===== src/rtl/grinch_pkg.sv =====
// Shared VGA timing defaults, entity codes and the 12-bit colour palette for the snake display.
// The palette lives here so that the game logic and the renderer agree on what each code means.
package grinch_pkg;

    localparam int H_VISIBLE_DEF       = 640;
    localparam int H_FRONT_DEF         = 16;
    localparam int H_SYNC_DEF          = 96;
    localparam int H_BACK_DEF          = 48;
    localparam int V_VISIBLE_DEF       = 480;
    localparam int V_FRONT_DEF         = 10;
    localparam int V_SYNC_DEF          = 2;
    localparam int V_BACK_DEF          = 33;
    localparam int FRAMES_PER_TICK_DEF = 8;

    localparam int X_W = 10;
    localparam int Y_W = 9;

    typedef enum logic [1:0] {
        FRUIT = 2'b00,
        HEAD  = 2'b01,
        TAIL  = 2'b10,
        EMPTY = 2'b11
    } entity_t;

    typedef logic [11:0] rgb12_t;

    localparam rgb12_t RGB_BLACK = 12'h000;
    localparam rgb12_t RGB_HEAD  = 12'h0F0;
    localparam rgb12_t RGB_FRUIT = 12'hF00;
    localparam rgb12_t RGB_TAIL  = 12'h080;
    localparam rgb12_t RGB_OVER  = 12'h400;
    localparam rgb12_t RGB_WON   = 12'h00F;

    // Background tint: a won game outranks a lost one.
    function automatic rgb12_t entity_colour(input entity_t e, input logic won, input logic over);
        rgb12_t c;
        c = RGB_BLACK;
        case (e)
            HEAD:    c = RGB_HEAD;
            FRUIT:   c = RGB_FRUIT;
            TAIL:    c = RGB_TAIL;
            EMPTY:   c = won ? RGB_WON : (over ? RGB_OVER : RGB_BLACK);
            default: c = RGB_BLACK;
        endcase
        return c;
    endfunction

endpackage


===== src/rtl/vga_timing.sv =====
// Free-running h/v raster counters with stage-0 sync, visible and pixel-coordinate outputs.
// Zero latency from counters to outputs; no backpressure, the raster never stalls.
module vga_timing
    import grinch_pkg::*;
#(
    parameter int H_VISIBLE = H_VISIBLE_DEF,
    parameter int H_FRONT   = H_FRONT_DEF,
    parameter int H_SYNC    = H_SYNC_DEF,
    parameter int H_BACK    = H_BACK_DEF,
    parameter int V_VISIBLE = V_VISIBLE_DEF,
    parameter int V_FRONT   = V_FRONT_DEF,
    parameter int V_SYNC    = V_SYNC_DEF,
    parameter int V_BACK    = V_BACK_DEF
) (
    input  logic           clk_i,
    input  logic           reset_i,
    output logic [X_W-1:0] x_o,
    output logic [Y_W-1:0] y_o,
    output logic           visible_o,
    output logic           hsync_o,
    output logic           vsync_o,
    output logic           frame_pos_o
);

    localparam int H_TOTAL = H_VISIBLE + H_FRONT + H_SYNC + H_BACK;
    localparam int V_TOTAL = V_VISIBLE + V_FRONT + V_SYNC + V_BACK;
    localparam int HW      = $clog2(H_TOTAL);
    localparam int VW      = $clog2(V_TOTAL);

    localparam logic [HW-1:0] H_LAST   = HW'(H_TOTAL - 1);
    localparam logic [HW-1:0] H_VIS_C  = HW'(H_VISIBLE);
    localparam logic [HW-1:0] HS_START = HW'(H_VISIBLE + H_FRONT);
    localparam logic [HW-1:0] HS_END   = HW'(H_VISIBLE + H_FRONT + H_SYNC - 1);
    localparam logic [VW-1:0] V_LAST   = VW'(V_TOTAL - 1);
    localparam logic [VW-1:0] V_VIS_C  = VW'(V_VISIBLE);
    localparam logic [VW-1:0] VS_START = VW'(V_VISIBLE + V_FRONT);
    localparam logic [VW-1:0] VS_END   = VW'(V_VISIBLE + V_FRONT + V_SYNC - 1);

    logic [HW-1:0] h_cnt_q, h_cnt_d;
    logic [VW-1:0] v_cnt_q, v_cnt_d;
    logic          h_vis, v_vis;

    always_ff @(posedge clk_i) begin
        if (reset_i) begin
            h_cnt_q <= '0;
            v_cnt_q <= '0;
        end else begin
            h_cnt_q <= h_cnt_d;
            v_cnt_q <= v_cnt_d;
        end
    end

    always_comb begin
        h_cnt_d = h_cnt_q + HW'(1);
        v_cnt_d = v_cnt_q;
        if (h_cnt_q == H_LAST) begin
            h_cnt_d = '0;
            v_cnt_d = (v_cnt_q == V_LAST) ? '0 : v_cnt_q + VW'(1);
        end
    end

    // Coordinates read as zero in blanking so the game logic never sees off-screen positions.
    always_comb begin
        h_vis       = (h_cnt_q < H_VIS_C);
        v_vis       = (v_cnt_q < V_VIS_C);
        visible_o   = h_vis && v_vis;
        x_o         = h_vis ? X_W'(h_cnt_q) : '0;
        y_o         = v_vis ? Y_W'(v_cnt_q) : '0;
        hsync_o     = !((h_cnt_q >= HS_START) && (h_cnt_q <= HS_END));
        vsync_o     = !((v_cnt_q >= VS_START) && (v_cnt_q <= VS_END));
        frame_pos_o = (h_cnt_q == '0) && (v_cnt_q == V_VIS_C);
    end

endmodule


===== src/rtl/vga_renderer.sv =====
// VGA renderer: raster timing, 2-stage sync/colour pipeline (counters to pins = 2 clks), game-rate tick.
// Free-running with no handshake; entity is trusted to arrive exactly 1 clk after x_out/y_out.
module vga_renderer
    import grinch_pkg::*;
#(
    parameter int H_VISIBLE       = H_VISIBLE_DEF,
    parameter int H_FRONT         = H_FRONT_DEF,
    parameter int H_SYNC          = H_SYNC_DEF,
    parameter int H_BACK          = H_BACK_DEF,
    parameter int V_VISIBLE       = V_VISIBLE_DEF,
    parameter int V_FRONT         = V_FRONT_DEF,
    parameter int V_SYNC          = V_SYNC_DEF,
    parameter int V_BACK          = V_BACK_DEF,
    parameter int FRAMES_PER_TICK = FRAMES_PER_TICK_DEF
) (
    input  logic           vga_clk,
    input  logic           reset,
    input  logic [1:0]     entity,
    input  logic           game_over,
    input  logic           game_won,
    output logic [X_W-1:0] x_out,
    output logic [Y_W-1:0] y_out,
    output logic           hsync,
    output logic           vsync,
    output logic [3:0]     vga_r,
    output logic [3:0]     vga_g,
    output logic [3:0]     vga_b,
    output logic           update_tick
);

    localparam int FCW = (FRAMES_PER_TICK > 1) ? $clog2(FRAMES_PER_TICK) : 1;
    localparam logic [FCW-1:0] FC_LAST = FCW'(FRAMES_PER_TICK - 1);

    logic visible_0, hsync_0, vsync_0, frame_pos_0;

    logic           visible_1_q, visible_1_d;
    logic           hsync_1_q, hsync_1_d;
    logic           vsync_1_q, vsync_1_d;
    logic           hsync_q, hsync_d;
    logic           vsync_q, vsync_d;
    rgb12_t         rgb_q, rgb_d;
    logic [FCW-1:0] frame_cnt_q, frame_cnt_d;
    logic           tick;

    vga_timing #(
        .H_VISIBLE (H_VISIBLE),
        .H_FRONT   (H_FRONT),
        .H_SYNC    (H_SYNC),
        .H_BACK    (H_BACK),
        .V_VISIBLE (V_VISIBLE),
        .V_FRONT   (V_FRONT),
        .V_SYNC    (V_SYNC),
        .V_BACK    (V_BACK)
    ) u_timing (
        .clk_i       (vga_clk),
        .reset_i     (reset),
        .x_o         (x_out),
        .y_o         (y_out),
        .visible_o   (visible_0),
        .hsync_o     (hsync_0),
        .vsync_o     (vsync_0),
        .frame_pos_o (frame_pos_0)
    );

    always_ff @(posedge vga_clk) begin
        if (reset) begin
            visible_1_q <= 1'b0;
            hsync_1_q   <= 1'b1;
            vsync_1_q   <= 1'b1;
            hsync_q     <= 1'b1;
            vsync_q     <= 1'b1;
            rgb_q       <= RGB_BLACK;
            frame_cnt_q <= '0;
        end else begin
            visible_1_q <= visible_1_d;
            hsync_1_q   <= hsync_1_d;
            vsync_1_q   <= vsync_1_d;
            hsync_q     <= hsync_d;
            vsync_q     <= vsync_d;
            rgb_q       <= rgb_d;
            frame_cnt_q <= frame_cnt_d;
        end
    end

    // Stage 1 holds the syncs level with the game logic's registered entity; stage 2 drives the pins.
    always_comb begin
        visible_1_d = visible_0;
        hsync_1_d   = hsync_0;
        vsync_1_d   = vsync_0;
        hsync_d     = hsync_1_q;
        vsync_d     = vsync_1_q;
        rgb_d       = visible_1_q ? entity_colour(entity_t'(entity), game_won, game_over) : RGB_BLACK;
    end

    // The divider steps on the first blanking line, so a tick can never tear a visible frame.
    always_comb begin
        frame_cnt_d = frame_cnt_q;
        tick        = 1'b0;
        if (frame_pos_0) begin
            if (frame_cnt_q == FC_LAST) begin
                frame_cnt_d = '0;
                tick        = 1'b1;
            end else begin
                frame_cnt_d = frame_cnt_q + FCW'(1);
            end
        end
        update_tick = tick && !reset;
    end

    assign hsync = hsync_q;
    assign vsync = vsync_q;
    assign vga_r = rgb_q[11:8];
    assign vga_g = rgb_q[7:4];
    assign vga_b = rgb_q[3:0];

endmodule


===== config.mk =====
export PLATFORM = sky130hd
export DESIGN_NAME = vga_renderer
export DESIGN_NICKNAME = d
export VERILOG_FILES = /design/src/rtl/grinch_pkg.sv /design/src/rtl/vga_timing.sv /design/src/rtl/vga_renderer.sv
export SDC_FILE = /design/constraint.sdc
export NUM_CORES = 1
export LEC_CHECK = 0
export CAP_MARGIN = 0
export CORE_ASPECT_RATIO = 1.4
export CORE_MARGIN = 2
export CORE_UTILIZATION = 49
export CTS_CLUSTER_DIAMETER = 50
export CTS_CLUSTER_SIZE = 14
export DETAILED_ROUTE_END_ITERATION = 7
export PLACE_DENSITY = 0.78
export SETUP_SLACK_MARGIN = 0.1
export SYNTH_ARGS = -nofsm -noshare
export SYNTH_HDL_FRONTEND = slang
export SYNTH_HIERARCHICAL = 1
export SYNTH_SLANG_ARGS = --single-unit

===== constraint.sdc =====
create_clock -name vga_clk -period 2.8 [get_ports vga_clk]
set_input_delay 0.56 -clock vga_clk [delete_from_list [all_inputs] [get_ports vga_clk]]
set_output_delay 0.56 -clock vga_clk [all_outputs]
set_load 0.05 [all_outputs]

After elaboration in Yosys (flattened, before gate mapping)
Index checks and enable logic that the tools add are counted.

storage, ports and cells
  flip-flop bits (word level) = 40
  bits of input ports = 6
  output and inout port bits = 34

operators by class
  add/sub/neg operators = 3
  $lt $le $gt $ge = 6
  equality and inequality tests = 7
  multiplexer cells = 9
  bitwise gates (word level) = 1
  reduce and logical (&&, ||, !) cells = 12

operators with widths
  kind                                                                     number
  12-bit case mux with 4 select lines                                      1
  11-bit 2-to-1 mux                                                        2
  10-bit by 1-bit adder with 10-bit output (second input constant)         2
  10-bit == test (second input constant)                                   2
  10-bit 2-to-1 mux                                                        2
  10-bit by 9-bit == test with 1-bit output (second input constant)        1
  10-bit >= comparator (second input constant)                             1
  10-bit by 9-bit >= comparator with 1-bit output (second input constant)  1
  10-bit <= comparator (second input constant)                             1
  10-bit by 9-bit <= comparator with 1-bit output (second input constant)  1
  10-bit logical NOT                                                       1
  10-bit < comparator (second input constant)                              1
  10-bit by 9-bit < comparator with 1-bit output (second input constant)   1
  9-bit 2-to-1 mux                                                         1
  1-bit logical AND                                                        5
  2-bit == test (second input constant)                                    2
  2-bit OR reduction                                                       2
  3-bit by 1-bit adder with 3-bit output (second input constant)           1
  3-bit == test (second input constant)                                    1
  1-bit logical NOT                                                        3
  3-bit 2-to-1 mux                                                         1
  2-bit by 1-bit == test with 1-bit output (second input constant)         1
  2-bit logical NOT                                                        1
  1-bit 2-to-1 mux                                                         2
  1-bit NOT                                                                1

Logic depth before layout (Yosys ltp)
Gate-level depths: netlist of the first run.

  word-level depth = 4
  depth in mapped cells = 7
  depth with buffers taken out = 6

Cells and area by module
Netlist of the first run, hierarchy kept.

by module, submodules not included
  module        instances  cells an instance  area each (um2)  seq. area each (um2)
  vga_timing    1          149                1191.1           400.4
  vga_renderer  1          53                 543.0            260.2

Least setup slack after synthesis of the first run
No wires, ideal clock.

  path type = register to output
  start point = register u_timing.v_cnt_q[5]
  end point = output port update_tick
  arrival time = 1.884 ns
  slack = 0.356 ns
  stages on the path, launching flop included = 7
  path buffers = 1
  cells stage by stage = dfxtp_1 > clkbuf_1 > nand4_1 > nor4_1 > and4_1 > nand2_1 > nor2_1

between the ends
  word-level cells in the longest chain between the ends = 4

RTL lines
  item                                       line                 RTL
  from (decl)                                vga_timing.sv:40     logic [VW-1:0] v_cnt_q, v_cnt_d;
  from (signal assigned)                     vga_timing.sv:49     v_cnt_q <= v_cnt_d;
  10-bit by 9-bit == test with 1-bit output  vga_timing.sv:71     frame_pos_o = (h_cnt_q == '0) && (v_cnt_q == V_VIS_C);
  1-bit logical AND                          vga_timing.sv:71
  named net frame_pos_0                      vga_renderer.sv:34   logic visible_0, hsync_0, vsync_0, frame_pos_0;
  1-bit 2-to-1 mux                           vga_renderer.sv:99   if (frame_pos_0) begin
  1-bit logical AND                          vga_renderer.sv:107  update_tick = tick && !reset;
  to (decl)                                  vga_renderer.sv:28   output logic update_tick

The timed path passes the listed nets, and every way through them passes these cells.

Final worst setup path of the first run
Ends and elaborated chain as after synthesis.

==> key figures, run 1 <==
Floorplanning
  • Die outline area: 0.00404 mm2
  • Standard-cell rows: 25
  • DIE WIDTH: 54.3 um
  • Initial core utilization: 51.3%
  • Height of the chip: 74.4 um
  • Top Ports: 40
  • Core region area: 0.00338 mm2

Logic synthesis
  • Most instantiated flip-flop cell in the synthesis netlist: sky130_fd_sc_hd__dfxtp_1
  • Share of the yosys chip area belonging to registers: 38.1%
  • Post-synthesis simple-gate area fraction: 34.5%
  • Fraction of synthesized cell area in xor and xnor cells: 7.07%
  • Mux cell area share after synthesis: 1.15%
  • Share of synthesized registers carrying an async set or reset: 0%
  • YS warnings: 6
  • Fraction of the mapped netlist area in compound gates: 3.68%
  • Number of synthesized register bits: 33
  • Dominant combinational cell family by area after synthesis: simple AND/OR/NAND/NOR gates
  • Synthesized-area fraction occupied by adder cells: 6.49%
  • Number of flops mapped to enable cells by yosys: 0
  • Number of distinct library cells after synthesis: 35
  • Main area contributors after synthesis: sky130_fd_sc_hd__dfxtp_1, sky130_fd_sc_hd__and2_1, sky130_fd_sc_hd__ha_1
  • Post-synthesis instance area: 0.00173 mm2
  • Post-synthesis net count: 217
  • Fraction of post-synthesis cell area in the top cell type by area: 38.1%
  • Avg Inst Size Synth: 8.58 um2
  • Largest area contributor in the netlist: sky130_fd_sc_hd__dfxtp_1
  • Post-synthesis cell count: 202

Worst setup path
  • Crit start category: flop
  • Largest stage delay on the critical path: 450 ps
  • CP delay by family, top: simple AND/OR/NAND/NOR gates
  • Critical path peak fanout: 7
  • Critical path, cell by cell: nand4_1 > nor4_1 > and4_2 > nand2_1 > nor2_1 > buf_12
  • CP max stage cell: sky130_fd_sc_hd__dfxtp_1
  • Setup CP Type: flop to output port
  • Buf+Inv Stages, Crit Path: 1
  • Worst path required time: 2240 ps
  • Logic depth of the worst register-to-register path: 5
  • Arr. time, crit path: 2070 ps
  • Endpoint type of the worst setup path: output port
  • Cell count along the critical path: 6

CTS
  • Post-cts hold buffer count: 0
  • Number of buffers between clock root and the deepest sink: 2
  • Number of setup buffers added after CTS: 0
  • Post-cts sizing count: 1
  • Number of clock sinks: 33
  • Number of CTS-inserted buffers: 5
  • Clock network latency to the later pin of the worst-skew pair: 280 ps
  • Clock tree from TritonCTS: built
  • CTS clk-pin slew, worst paths: 60 ps
  • H-tree depth reported by CTS: 2
  • Clock Root Buffer: sky130_fd_sc_hd__clkbuf_8

Route
  • Number of DRC markers in iteration 0: 19
  • Final routed wire length divided by cell count: 12.6 um
  • Vias/cell: 5.20
  • Final wirelength: 3440 um
  • Number of detailed-routing iterations run before antenna repair: 4
  • DRC violations left: 0
  • Antenna Nets Post-Route: 0
  • Overall via count from detail_route: 1419

Layout
  • Fill cells: 307
  • N_diodes: 0
  • Post-route non-filler standard cell count: 273
  • Design Area, Final: 0.00217 mm2
  • Layout overhead on the synthesized area: 25.0%
  • Share of post-route cells with drive strength above 1: 12.9%
  • Final net count: 248

Worst hold path
  • Worst min path class: flop to flop
  • Cell depth of the worst hold path: 1

Timing
  • Final setup fails: 0
  • Worst-case clock skew: 2.41 ps
  • Setup TNS after final layout: 0 ps
  • Actual transition at the worst max-transition pin: 500 ps
  • Top achievable clock speed: 0.381 GHz
  • Number of slew-limit violations in the final report: 0
  • Total count of hold-check failures in the final report: 0
  • Setup repair after global routing missed its margin: yes
  • Max-Slew Margin vs Limit: 66.6%
  • Post-route clock period utilization: 93.8%
  • Crit path time final: 2630 ps

Place
  • Total placed instance area: 0.00208 mm2
  • Weighted congestion at the end of routability-driven global placement: 0.815
  • Number of placed instances, taps included: 266
  • HPWL Detailed: 2470 um
  • Count of input and output buffers: 39

Run status
  • Status: finished clean

Global route
  • Global-route wire length before repair: 5420 um
  • Total global routing overflow: 0
  • Initial antenna violation count: 0
  • Vias in the first global route: 1212
  • Maximum number of pins on one net before global-route repair: 17
  • Total routing resource utilization after global routing: 18.8%

Pwr
  • Leakage power summed over all cells: 0.000842 uW
  • Clock Power Share: 38.3%
  • Switching part of the total power: 23.3%
  • Total power density per cell area: 422 mW/mm2
  • Worst-case vdd ir drop: 0.355 mV
  • Internal cell power: 703 uW
  • Relative contribution of combinational cells to total power: 9.0%
  • Sequential fraction of design power: 52.8%
  • Net switching power figure: 213 uW

Job
  • Number of max-cap violations: 0
==> cells by family (layout without fill, tap and decap cells) <==
logic type | after synthesis | in the layout
AND/OR/NAND/NOR | 104 | 104
flip-flops | 33 | 33
XOR/XNOR | 14 | 14
multiplexers | 2 | 2
buffers and inverters | 29 | 60
AO/OA/AOI/OAI | 11 | 11
adder cells (fa/ha/maj) | 9 | 9
==> power by group through the flow <==
| stage | clock network [uW] | registers, uW | logic (uW) |
|---|---|---|---|
| finish | 351 | 483 | 82.0 |
| global route | 381 | 484 | 87.5 |
| CTS | 362 | 483 | 83.0 |
| detailed placement | 0 | 494 | 81.0 |
| global placement | 0 | 493 | 80.6 |
| floorplan | 0 | 498 | 48.8 |
==> metrics by stage <==
step | hold WS [ps] | setup slack (ps) | total power (uW) | utilization [%]
after CTS | 429 | 140 | 928 | 64.0
after global placement | 413 | 422 | 574 | 61.4
final | 427 | 174 | 916 | 64.2
after floorplan | 389 | 356 | 547 | -
after detailed placement | 414 | 383 | 575 | 61.4
after global routing | 434 | 50.9 | 953 | 64.2
==> worst paths after layout <==
kind                  startpoint             endpoint  slack [ps]
min reg2reg            hsync_1_q                hsync         430
max reg2reg  u_timing/h_cnt_q[0]  u_timing/v_cnt_q[9]         680
max          u_timing/v_cnt_q[5]          update_tick         170
min                    hsync_1_q                hsync         430
==> Yosys cell counts, types with 5 or more instances <==
library cell,number
sky130_fd_sc_hd__a21oi_1,5
sky130_fd_sc_hd__and2_1,20
sky130_fd_sc_hd__buf_4,8
sky130_fd_sc_hd__clkbuf_1,7
sky130_fd_sc_hd__dfxtp_1,33
sky130_fd_sc_hd__ha_1,9
sky130_fd_sc_hd__inv_1,10
sky130_fd_sc_hd__nand2_1,7
sky130_fd_sc_hd__nand3_1,6
sky130_fd_sc_hd__nand4_1,7
sky130_fd_sc_hd__nor2_1,21
sky130_fd_sc_hd__nor2b_1,5
sky130_fd_sc_hd__nor3_1,6
sky130_fd_sc_hd__nor4_1,6
sky130_fd_sc_hd__or2_2,6
sky130_fd_sc_hd__xnor2_1,10
==> placed cells by master, fill, tap and decap left out, types with 2 or more instances in the layout <==
cell type | netlist | routed
sky130_fd_sc_hd__dfxtp_1 | 33 | 33
sky130_fd_sc_hd__clkdlybuf4s50_1 | 0 | 28
sky130_fd_sc_hd__nor2_1 | 21 | 21
sky130_fd_sc_hd__and2_1 | 20 | 20
sky130_fd_sc_hd__buf_4 | 8 | 12
sky130_fd_sc_hd__inv_1 | 10 | 10
sky130_fd_sc_hd__xnor2_1 | 10 | 10
sky130_fd_sc_hd__ha_1 | 9 | 9
sky130_fd_sc_hd__nand2_1 | 7 | 7
sky130_fd_sc_hd__nand4_1 | 7 | 7
sky130_fd_sc_hd__or2_2 | 6 | 6
sky130_fd_sc_hd__nor3_1 | 6 | 6
sky130_fd_sc_hd__clkbuf_8 | 0 | 6
sky130_fd_sc_hd__nor4_1 | 6 | 6
sky130_fd_sc_hd__nand3_1 | 6 | 6
sky130_fd_sc_hd__nor2b_1 | 5 | 5
sky130_fd_sc_hd__a21oi_1 | 5 | 5
sky130_fd_sc_hd__xor2_1 | 4 | 4
sky130_fd_sc_hd__nand2b_1 | 3 | 3
sky130_fd_sc_hd__o21ai_0 | 4 | 3
sky130_fd_sc_hd__or3_1 | 3 | 3
sky130_fd_sc_hd__mux2i_1 | 2 | 2
sky130_fd_sc_hd__dlymetal6s2s_1 | 0 | 2
sky130_fd_sc_hd__nor3b_1 | 2 | 2
sky130_fd_sc_hd__or4_1 | 2 | 2
sky130_fd_sc_hd__nor4b_1 | 2 | 2
==> flip-flops by register name, summed over array words and instances, names as in the netlist <==
name              count
hsync                 1
hsync_1_q             1
u_timing/h_cnt_q     10
rgb_q                 5
vsync_1_q             1
u_timing/v_cnt_q     10
frame_cnt_q           3
vsync                 1
visible_1_q           1
==> cell type report <==
type	instances	area, um2	area share [%]
multi-input cells	140	918	42.4
flip-flops and latches	33	661	30.5
repair buffers	43	415	19.2
clock buffers	7	86.3	3.98
well taps	40	50.0	2.31
inverters	10	37.5	1.73
==> worst reg2reg max path, stage by stage, from the launching register on <==
cell	delay (ps)
sky130_fd_sc_hd__dfxtp_1	410
sky130_fd_sc_hd__ha_1	250
sky130_fd_sc_hd__nand4_1	310
sky130_fd_sc_hd__or4_4	620
sky130_fd_sc_hd__or3_1	320
sky130_fd_sc_hd__a21oi_1	140
==> routing by layer <==
metal	up-vias	wire length, um	global-route usage [%]
met4	0	79	10.6
met3	6	195	5.62
met1	641	1460	20.6
li1	729	-	-
met2	43	1710	31.5
met5	-	0	0
Power figures use the tool's default switching activity.
==> run 2: changes to the inputs <==
ABC_CLOCK_PERIOD_IN_PS = 2800   (was default)
RECOVER_POWER = 100   (was default)
==> run 2 against run 1 <==
  * Sequential power about the same
  * Worst hold slack got worse by 4.1 ps
  * First-iteration DRC count unchanged
  * Routed wire length decreased by 0.46%
  * Cell count unchanged
  * Critical path type unchanged
  * Largest cell class unchanged
==> key figures, run 2 (synthesized netlist as in run 1, its figures left out) <==
Worst setup path
  • Critical path peak fanout: 7
  • Setup CP Type: flop to output port
  • Worst R2R Start: u_timing/h_cnt_q[0]
  • Logic depth of the worst register-to-register path: 5
  • CP startpoint: u_timing/v_cnt_q[5]
  • Endpoint type of the worst setup path: output port
  • R2R setup slack: 620 ps
  • Crit start category: flop
  • CP max stage cell: sky130_fd_sc_hd__dfxtp_1
  • Largest stage delay on the critical path: 450 ps
  • Arr. time, crit path: 2060 ps
  • Worst path required time: 2240 ps
  • Critical path, cell by cell: nand4_1 > nor4_1 > and4_2 > nand2_1 > nor2_1 > buf_12
  • Endpoint of the worst register-to-register path: u_timing/v_cnt_q[9]
  • End point of the critical path: update_tick

Pwr
  • Total power density per cell area: 430 mW/mm2
  • Worst-case vdd ir drop: 0.350 mV
  • Tot Pwr: 912 uW
  • Leakage power summed over all cells: 0.000836 uW

Route
  • Antenna Nets Post-Route: 0
  • Vias/cell: 5.23
  • Overall via count from detail_route: 1427
  • Final wirelength: 3430 um
  • Number of DRC markers in iteration 0: 19
  • Number of detailed-routing iterations run before antenna repair: 4
  • Final routed wire length divided by cell count: 12.6 um
  • DRC violations left: 0

Layout
  • Register cell area after layout: 661 um2
  • Layout overhead on the synthesized area: 22.1%
  • Largest registers in the final layout: u_timing/h_cnt_q (10), u_timing/v_cnt_q (10), rgb_q (5)
  • Fill cells: 326
  • Design Area, Final: 0.00212 mm2
  • Multi-input combinational cell area: 911 um2
  • Most common library cell in the layout ignoring fill and taps: sky130_fd_sc_hd__dfxtp_1
  • Fraction of the core area covered by cells at the end of the flow: 62.7%
  • Final net count: 248
  • Share of post-route cells with drive strength above 1: 9.87%
  • Commonest cells after routing, fill and taps aside: sky130_fd_sc_hd__dfxtp_1, sky130_fd_sc_hd__dlygate4sd3_1, sky130_fd_sc_hd__nor2_1
  • N_diodes: 0

Timing
  • Crit path time final: 2620 ps
  • Post-route clock period utilization: 93.7%
  • Actual transition at the worst max-transition pin: 685 ps
  • Max-Slew Margin vs Limit: 54.3%
  • Setup repair after global routing missed its margin: yes
  • Total count of hold-check failures in the final report: 0
  • Final setup fails: 0
  • Final critical-path setup slack: 176 ps
  • Worst-case clock skew: 2.93 ps
  • Number of slew-limit violations in the final report: 0
  • Setup TNS after final layout: 0 ps
  • Top achievable clock speed: 0.381 GHz

CTS
  • Number of buffers between clock root and the deepest sink: 2
  • Number of CTS-inserted buffers: 5
  • Clock tree from TritonCTS: built
  • Clock network latency to the later pin of the worst-skew pair: 280 ps
  • Number of clock sinks: 33
  • CTS clk-pin slew, worst paths: 60 ps
  • Clock Root Buffer: sky130_fd_sc_hd__clkbuf_8
  • H-tree depth reported by CTS: 2

Place
  • Total placed instance area: 0.00208 mm2
  • Pre-CTS setup slack: 383 ps
  • HPWL Detailed: 2470 um
  • Weighted congestion at the end of routability-driven global placement: 0.815
  • Count of input and output buffers: 39

Floorplanning
  • Height of the chip: 74.4 um
  • Standard-cell rows: 25
  • Initial core utilization: 51.3%
  • DIE WIDTH: 54.3 um
  • Top Ports: 40
  • Core region area: 0.00338 mm2
  • Die outline area: 0.00404 mm2

Job
  • Number of max-cap violations: 0

Run status
  • Status: finished clean

Global route
  • Total routing resource utilization after global routing: 18.8%
  • Vias in the first global route: 1212
  • Total global routing overflow: 0
  • Global-route wire length before repair: 5420 um
  • Initial antenna violation count: 0
  • Maximum number of pins on one net before global-route repair: 17

Worst hold path
  • Worst min path class: flop to flop
[run 2: changes by cell type in the layout (fill, tap and decap cells not counted), moves of 3 or more]
cell	change
sky130_fd_sc_hd__and2_0	+3
sky130_fd_sc_hd__dlygate4sd3_1	+24
sky130_fd_sc_hd__and2_1	-3
sky130_fd_sc_hd__clkdlybuf4s50_1	-24
sky130_fd_sc_hd__clkbuf_1	+6
sky130_fd_sc_hd__buf_4	-8
sky130_fd_sc_hd__clkbuf_2	+4
[run 2: area by class of cell]
class | count | area share (%)
timing repair buffer | 43 | 17.6
tap | 40 | 2.36
multi-input combinational | 140 | 43.0
inverter | 10 | 1.77
sequential | 33 | 31.2
clock buffer | 7 | 4.08
[run 2: worst min-delay path by stage]
| stage | startpoint | end | slack, ps | cells after the start |
|---|---|---|---|---|
| after floorplan | hsync_1_q | hsync | 390 | 1 |
| after global placement | hsync_1_q | hsync | 410 | 1 |
| after detailed placement | hsync_1_q | hsync | 410 | 1 |
| after CTS | hsync_1_q | hsync | 430 | 1 |
| after global routing | hsync_1_q | hsync | 430 | 1 |
| final | hsync_1_q | hsync | 420 | 1 |
[run 2: where the power goes]
part	internal (uW)	switching [uW]	leakage (uW)
combinational	27.8	49.8	0.000524
sequential	476	6.72	0.000267
clock	195	157	0.0000443
[run 2: routing by layer]
metal  up-vias  routed length, um  track usage [%]
li1        729                  -                -
met1       642               1460             20.6
met2        50               1680             31.5
met3         6                209             5.62
met4         0                 79             10.6
met5         -                  0                0
[run 2: stage by stage]
stage | cells | hold WS (ps)
floorplan | 202 | 389
global placement | 266 | 413
detailed placement | 266 | 414
CTS | 273 | 429
global route | 273 | 434
finish | 273 | 423
[run 2: what timing repair did]
| item | in CTS | in global routing |
|---|---|---|
| hold buffers | 0 | 0 |
| pin swaps | 0 | 0 |
| buffers inserted | 0 | 0 |
| resized for setup | 1 | 3 |
| setup endpoints to repair | 6 | 3 |
[run 2: worst max-delay path, delay by kind of cell, from the launching register on]
kind	cells	cell delay, ps
simple gates	5	1140
flops	1	450
buf+inv	1	170
